### src/rtl/nrs_multi_ant_ls_est.sv
// NRS least-squares channel estimator: rx * conj(QPSK pilot) into per-port estimate buffers.
// Optional NRS_AVG_EN: two passes per buffer, second pass averages with the stored estimate.
module nrs_multi_ant_ls_est #(
    parameter int WIDTH_R_I = 16,
    parameter int PILOT_FLOAT_BITS = 11,
    parameter logic signed [11:0] VALUE = 12'sb0_1011010_1000,
    parameter int NUM_ANT = 2,
    parameter int DEPTH = 8,
    localparam int AW = $clog2(DEPTH),
    localparam int PW = (NUM_ANT > 1) ? $clog2(NUM_ANT) : 1
) (
    input  logic                       clk,
    input  logic                       rst,
    input  logic                       clear,
    input  logic                       in_valid,
    output logic                       in_ready,
    input  logic [PW-1:0]              in_ant,
    input  logic signed [WIDTH_R_I-1:0] rx_r,
    input  logic signed [WIDTH_R_I-1:0] rx_i,
    input  logic                       nrs_r,
    input  logic                       nrs_i,
    output logic                       est_valid,
    output logic signed [WIDTH_R_I:0]  est_r,
    output logic signed [WIDTH_R_I:0]  est_i,
    output logic [PW-1:0]              est_ant,
    output logic [AW-1:0]              est_addr,
    output logic [NUM_ANT-1:0]         full,
    output logic                       done,
    input  logic [PW-1:0]              rd_ant,
    input  logic [AW-1:0]              rd_addr,
    output logic signed [WIDTH_R_I:0]  rd_r,
    output logic signed [WIDTH_R_I:0]  rd_i
);
`ifdef NRS_AVG_EN
    localparam int QUOTA = 2 * DEPTH;
`else
    localparam int QUOTA = DEPTH;
`endif
    localparam int CW = $clog2(QUOTA + 1);
    localparam int SW = WIDTH_R_I + 1;
    localparam int PRW = WIDTH_R_I + 13;

    function automatic logic signed [SW-1:0] scale(input logic signed [PRW-1:0] p);
        logic signed [PRW-1:0] s;
        s = p >>> PILOT_FLOAT_BITS;
        return s[SW-1:0];
    endfunction

`ifdef NRS_AVG_EN
    function automatic logic signed [SW-1:0] avg2(input logic signed [SW-1:0] x,
                                                  input logic signed [SW-1:0] y);
        logic signed [SW:0] s;
        s = (SW + 1)'(x) + (SW + 1)'(y);
        s = s >>> 1;
        return s[SW-1:0];
    endfunction
`endif

    logic [CW-1:0]         cnt [NUM_ANT];
    logic [NUM_ANT-1:0]    full_q;
    logic                  accept;
    logic [CW-1:0]         cur_cnt;
    logic [AW-1:0]         cur_addr;
    logic signed [SW-1:0]  xr, xi, sum_a, sum_b;
    logic signed [SW-1:0]  a_p1, b_p1;
    logic [PW-1:0]         ant_p1, ant_p2;
    logic [AW-1:0]         addr_p1, addr_p2;
    logic                  vld_p1, vld_p2;
    logic signed [PRW-1:0] prod_a_p2, prod_b_p2;
    logic signed [SW-1:0]  wr_r, wr_i;
    logic signed [SW-1:0]  mem_r [NUM_ANT][DEPTH];
    logic signed [SW-1:0]  mem_i [NUM_ANT][DEPTH];
`ifdef NRS_AVG_EN
    logic                  cur_pass2, pass_p1, pass_p2;
`endif

    assign in_ready = ~full_q[in_ant] & ~clear;
    assign accept   = in_valid & in_ready;
    assign full     = full_q;
    assign done     = (&full_q) & ~vld_p1 & ~vld_p2;
    assign rd_r     = mem_r[rd_ant][rd_addr];
    assign rd_i     = mem_i[rd_ant][rd_addr];

    always_comb begin
        cur_cnt = cnt[in_ant];
`ifdef NRS_AVG_EN
        cur_pass2 = cur_cnt >= CW'(DEPTH);
        cur_addr  = cur_pass2 ? AW'(cur_cnt - CW'(DEPTH)) : AW'(cur_cnt);
`else
        cur_addr  = AW'(cur_cnt);
`endif
        xr    = SW'(rx_r);
        xi    = SW'(rx_i);
        sum_a = (nrs_r ? -xr : xr) + (nrs_i ? -xi : xi);
        sum_b = (nrs_r ? -xi : xi) - (nrs_i ? -xr : xr);
    end

    always_ff @(posedge clk or negedge rst) begin
        if (!rst) begin
            for (int p = 0; p < NUM_ANT; p++) cnt[p] <= '0;
            full_q    <= '0;
            vld_p1    <= 1'b0;
            vld_p2    <= 1'b0;
            est_valid <= 1'b0;
        end else if (clear) begin
            for (int p = 0; p < NUM_ANT; p++) cnt[p] <= '0;
            full_q    <= '0;
            vld_p1    <= 1'b0;
            vld_p2    <= 1'b0;
            est_valid <= 1'b0;
        end else begin
            for (int p = 0; p < NUM_ANT; p++) begin
                if (accept && in_ant == PW'(p)) begin
                    cnt[p]    <= cnt[p] + CW'(1);
                    full_q[p] <= (cnt[p] + CW'(1)) == CW'(QUOTA);
                end
            end
            vld_p1    <= accept;
            vld_p2    <= vld_p1;
            est_valid <= vld_p2;
        end
    end

    // stage 1: pilot de-rotation sums; stage 2: scaling products
    always_ff @(posedge clk) begin
        a_p1      <= sum_a;
        b_p1      <= sum_b;
        ant_p1    <= in_ant;
        addr_p1   <= cur_addr;
        prod_a_p2 <= PRW'(a_p1) * PRW'(VALUE);
        prod_b_p2 <= PRW'(b_p1) * PRW'(VALUE);
        ant_p2    <= ant_p1;
        addr_p2   <= addr_p1;
`ifdef NRS_AVG_EN
        pass_p1   <= cur_pass2;
        pass_p2   <= pass_p1;
`endif
    end

    always_comb begin
        wr_r = scale(prod_a_p2);
        wr_i = scale(prod_b_p2);
`ifdef NRS_AVG_EN
        if (pass_p2) begin
            wr_r = avg2(mem_r[ant_p2][addr_p2], scale(prod_a_p2));
            wr_i = avg2(mem_i[ant_p2][addr_p2], scale(prod_b_p2));
        end
`endif
    end

    // output stage: estimate register and buffer write; clear drops the in-flight write
    always_ff @(posedge clk or negedge rst) begin
        if (!rst) begin
            est_r    <= '0;
            est_i    <= '0;
            est_ant  <= '0;
            est_addr <= '0;
            for (int p = 0; p < NUM_ANT; p++) begin
                for (int a = 0; a < DEPTH; a++) begin
                    mem_r[p][a] <= '0;
                    mem_i[p][a] <= '0;
                end
            end
        end else if (vld_p2 && !clear) begin
            est_r    <= wr_r;
            est_i    <= wr_i;
            est_ant  <= ant_p2;
            est_addr <= addr_p2;
            mem_r[ant_p2][addr_p2] <= wr_r;
            mem_i[ant_p2][addr_p2] <= wr_i;
        end
    end
endmodule
### config.mk
export PLATFORM = sky130hd
export DESIGN_NAME = nrs_multi_ant_ls_est
export DESIGN_NICKNAME = d
export VERILOG_FILES = /design/src/rtl/nrs_multi_ant_ls_est.sv
export SDC_FILE = /design/constraint.sdc
export NUM_CORES = 1
export LEC_CHECK = 0
export ABC_AREA = 1
export BUFFER_PORTS_ARGS = -buffer_cell sky130_fd_sc_hd__buf_2
export CORE_AREA = 2 2 282 228
export CTS_BUF_LIST = sky130_fd_sc_hd__clkbuf_4 sky130_fd_sc_hd__clkbuf_8
export CTS_CLUSTER_SIZE = 40
export DETAILED_ROUTE_END_ITERATION = 16
export DIE_AREA = 0 0 284 230
export GPL_ROUTABILITY_DRIVEN = 0
export PLACE_DENSITY = 0.87
export SLEW_MARGIN = 15
export SYNTH_ARGS = -nofsm -noshare
export SYNTH_HDL_FRONTEND = slang
export SYNTH_SLANG_ARGS = --single-unit
### constraint.sdc
create_clock -name clk -period 4.25 [get_ports clk]
set_clock_uncertainty 0.2 [all_clocks]
set_input_delay 0.425 -clock clk [delete_from_list [all_inputs] [get_ports clk]]
set_output_delay 0.425 -clock clk [all_outputs]
set_load 0.05 [all_outputs]
-- Yosys cells after proc, flatten, opt, wreduce, memory -nomap -nowiden
Cells that the tools add are included.
- flip-flop bits (word level): 687
- bits of input ports: 43
- output and inout port bits: 77
- logic and storage cells: 128
- add/subtract/negate cells: 6
- multiply operators: 2
- magnitude comparators: 8
- eq/ne operators: 2
- mux-type cells: 36
- bitwise gates (word level): 14
- reduce and logical (&&, ||, !) cells: 9
- operators by type and width (operator ; number):
    2-to-1 mux 136 bit ; 7
    bitwise mux 272 bit ; 2
    2-to-1 mux 17 bit ; 9
    demux 136 bit (select 1 bit) ; 1
    binary-select mux 17 bit (select 3 bit) ; 2
    demux 17 bit (select 3 bit) ; 1
    multiplier 17 x 9 -> 25 bit, second input constant ; 2
    negation 16 -> 17 bit ; 2
    adder 17 bit ; 1
    subtractor 17 bit ; 1
    2-to-1 mux 3 bit ; 3
    adder 4 x 1 -> 4 bit, second input constant ; 2
    == test 4 bit, second input constant ; 2
    greater-or-equal comparator 4 bit, second input constant ; 2
    2-to-1 mux 4 bit ; 2
    2-to-1 mux 8 bit ; 1
    inverter 3 -> 4 bit ; 2
    2-to-1 mux 1 bit ; 7
    greater-or-equal comparator 2 bit, second input constant ; 3
    inverter 1 -> 2 bit ; 3
    logical AND 1 bit ; 5
    inverter 1 bit ; 5
    bitwise AND 1 bit ; 4
    < comparator 4 x 1 -> 1 bit, second input constant ; 1
    other kinds (6) ; 7

-- Logic depth before layout (Yosys ltp)
- depth in word-level cells: 8
- depth in mapped cells: 21
- depth with buffers taken out: 21

-- Worst setup path before layout
OpenSTA, ideal clock, no wires.
- path kind: reg-to-reg
- start: register b_p1[15]
- end: register prod_b_p2[25]
- setup time: 0.112 ns
- arrival time: 3.377 ns
- data required time: 3.938 ns
- setup slack: 0.561 ns
- cell stages (with the launch flop): 18
- buffers on the path: 0
- clock period less this slack: 3.689 ns
- path through: dfxtp_1 inv_1 ha_1 fa_1 inv_1 fa_1 inv_1 fa_1 inv_1 ha_1 a21oi_1 o21ai_0 inv_1 o21ai_0 nor2_1 nand2_1 nand2_1 nand2_1
- word-level cells in the longest chain between the ends: 1
- RTL lines (item ; line ; RTL):
    start: declaration ; 65 ; logic signed [SW-1:0] a_p1, b_p1;
    start signal: assignment ; 127 ; b_p1 <= sum_b;
    multiplier 17 x 9 -> 25 bit ; 131 ; prod_b_p2 <= PRW'(b_p1) * PRW'(VALUE);
    end signal: assignment ; 131 ;
    end: declaration ; 69 ; logic signed [PRW-1:0] prod_a_p2, prod_b_p2;
No other way between the ends.
A chain may end at the register's enable or synchronous reset.

-- Worst setup path after layout
- start: register a_p1[13]
- end: register prod_a_p2[25]
- word-level cells in the longest chain between the ends: 1
- RTL lines (item ; line ; RTL):
    start: declaration ; 65 ;
    start signal: assignment ; 126 ; a_p1 <= sum_a;
    multiplier 17 x 9 -> 25 bit ; 130 ; prod_a_p2 <= PRW'(a_p1) * PRW'(VALUE);
    end signal: assignment ; 130 ;
    end: declaration ; 69 ;
No other way between the ends.

==> impl_results.md <==
- Mapped Area: around 0.037 mm^2
- Least-Margin Pin Slew: 1.014 ns
- Vias in the first global route: 30570
- Worst skew pair latency: 0.73 ns
- First-pass GRT wire length: between 150 and 200 mm
- Hold Path Class: in -> reg
- Number of synthesized flops with an enable pin: 0
- CP Launch Type: flip-flop
- Die Y: 230 um
- Worst R2R End: prod_a_p2[25]
- Cells on worst reg2reg path: 16
- H-tree lvl count: 3
- Remaining DRCs: 0
- Worst setup EP type: flip-flop
- Slack of the critical path: 0.1369 ns
- Dpl cells: 5160
- Routed vias: 31410
- Synthesis-to-finish area growth: 9.084%
- Crit path top cell by count: inv_1
- Nets: 4742
- Setup tns final: 0 ns
- Commonest non-fill, non-tap cells in the layout: nand2_1, o21ai_0, dfrtp_1, inv_1, ha_1
- Min-Delay Path Depth: 7
- DRT iter0 DRCs: 3749
- Slowest stage delay, CP: around 0.53 ns
- Slew margin rel.: 0.3197
- R2r startpoint: a_p1[13]
- Layout Cells excl Fill: 5351
- Worst hold path endpoint: a_p1[16]
- WP buf/inv: 5
- Final WL: 97.30 mm
- CTS max path bufs: 3
- Row count: 82
- Antenna Diode Count: 0
- Worst setup path class: reg -> reg
- Crit share post-route: 0.9678
- Post-synth top flop: dfrtp_1
- Max Fclk: around 240 MHz
- # IOs: 120
- Syn Inst Count: 4421
- Most common cell after layout, fill and taps aside: nand2_1
- Synthesized flop and latch total: 670
- Clock transition at the registers of the reported paths: 0.06 ns
- Share of cells above drive strength 1: 0.08557
- Status: completed
- Warnings, synthesis: 0
- Post-Place Worst Slack: about 0.18 ns
- Unique masters post-synth: 44
- Asr flop ratio synth: 0.8881
- DR vias/cell: 5.870
- Port Buffer Count: 119
- Largest net degree at the start of global routing: 203
- CTS tree: yes
- Die X: ~280 um
- Crit path DAT: 4.54 ns
- R2R Setup Slk: 0.14 ns
- Clock sink count: 670
- Final hold violations: 0
- Gr usage total: 0.3006
- Gr ovfl total: 0
- Syn_area_per_cell: 8.412 um^2
- Worst EP required: 4.68 ns
- Crit path max-delay family: adder cells
- Die area: between 0.06 and 0.07 mm^2
- Initial Util: 0.5962
- CP cell instances: ha_1 > inv_1 > fa_1 > inv_1 > fa_1 > inv_1 > fa_1 > inv_1 > ha_1 > nand2_1 > nor2_1 > inv_1 > nor3_1 > nand4_1 > nand4_1 > nand2_1
- Initial antenna violation count: 2
- Hold path startpoint: rx_r[15]
- Max_cap viols: 0
- Max Fanout on Critical Path: 5
- Drt pass-1 iters: 9
- Crit path time final: 4.113 ns
- Synthesized Nets: 4734
- Count of pins over their slew limit: 0
- Core ar.: 0.06238 mm^2
- Sequential area share after synthesis: 0.4407
- ANT nets after route: 0
- Final-report setup violation count: 0
- HPWL Detailed: 61.93 mm
- Average wire per standard cell: 18.18 um
- RSZ-0062 raised after global routing: false
- CTS buffer count: 101
- CP max-delay cell: fa_1
- Clock Tree Root: clkbuf_8
[tightest hold or removal path: cells and delay by family]
kind	cells	cell delay [ns]
simple gates	5	0.34
buf+inv	2	0.15
[logic make-up (layout without fill, tap and decap cells)]
group,after synthesis,after routing,synth area share
buffers and inverters,821,911,0.08838
AO/OA/AOI/OAI,1200,1200,0.1754
AND/OR/NAND/NOR,1262,1262,0.1352
XOR/XNOR,62,62,0.01460
adder cells (fa/ha/maj),270,270,0.1090
flip-flops,670,670,0.4407
multiplexers,136,136,0.03660
[cell type report]
cell class	instances	area (um^2)
Clock inverter	22	165.2
Timing Repair Buffer	169	1215
Tap cell	840	1051
Inverter	557	2091
Clock buffer	163	2087
Multi-Input combinational cell	2930	17570
Sequential cell	670	16390
Fill cell	4848	21810
[registers in the layout, indices dropped and copies added, names as in the netlist]
signal	flops
vld_p2	1
ant_p2	1
prod_a_p2	17
est_i	17
cnt	8
a_p1	17
est_valid	1
addr_p2	3
vld_p1	1
ant_p1	1
est_addr	3
est_ant	1
full	2
est_r	17
b_p1	16
mem_r	272
addr_p1	3
mem_i	272
prod_b_p2	17
[how the worst max path moves through the flow]
stage	slack, ns	end	cells after the start	start
3_3_place_gp	0.33	prod_a_p2[25]	16	a_p1[13]
3_5_place_dp	0.18	prod_b_p2[25]	17	b_p1[7]
4_1_cts	0.17	prod_b_p2[25]	17	b_p1[8]
5_1_grt	0.03	prod_a_p2[25]	16	a_p1[11]
6_report	0.14	prod_a_p2[25]	16	a_p1[13]
2_1_floorplan	0.56	prod_b_p2[25]	17	b_p1[15]
[through the flow]
step | hold slack (ns) | utilization | area, um^2
finish | 0.02666 | 0.6504 | 40570
detailed placement | 0.1198 | 0.6130 | 38240
floorplan | -0.07059 | - | 37190
global placement | 0.1106 | 0.6130 | 38240
global route | 0.1011 | 0.6504 | 40570
CTS | 0.01943 | 0.6501 | 40550
[layer usage]
layer,vias to the layer above,GRT usage,share of wire
li1,14550,-,-
met1,15040,0.4090,0.41
met2,1578,0.4833,0.46
met3,254,0.05605,0.094
met4,0,0.1109,0.034
met5,-,0,0
[synthesized netlist by cell type, types with 2 or more instances]
cell type / number / share of area
a21o_1: 9 / 0.0018
a21oi_1: 165 / 0.022
a22oi_1: 2 / 0.00040
a31oi_1: 9 / 0.0015
and2_1: 2 / 0.00034
buf_1: 8 / 0.00081
buf_2: 53 / 0.0071
buf_4: 27 / 0.0055
buf_6: 5 / 0.0015
clkbuf_1: 171 / 0.017
dfrtp_1: 595 / 0.40
dfxtp_1: 75 / 0.040
fa_1: 90 / 0.048
ha_1: 180 / 0.061
inv_1: 548 / 0.055
inv_2: 8 / 0.00081
mux2i_1: 136 / 0.037
nand2_1: 997 / 0.10
nand2_2: 2 / 0.00034
nand3_1: 102 / 0.014
nand4_1: 19 / 0.0032
nor2_1: 101 / 0.010
nor3_1: 24 / 0.0032
nor4_1: 5 / 0.00084
nor4_4: 2 / 0.0011
o211ai_1: 173 / 0.035
o21ai_0: 810 / 0.11
o21ai_1: 14 / 0.0019
o21bai_1: 8 / 0.0016
o31ai_1: 4 / 0.00081
or2_2: 4 / 0.00067
xnor2_1: 12 / 0.0028
xor2_1: 50 / 0.012
[timing repair]
item	CTS	global route
endpoints found under the hold margin	103	0
resized for setup	0	7
setup buffers	0	0
endpoints found under the setup margin	0	6
hold buffers	6	0
Power is left out: the tool's default activity adds up to more than one toggle a clock period on the data nets, which glitch-free logic cannot reach.
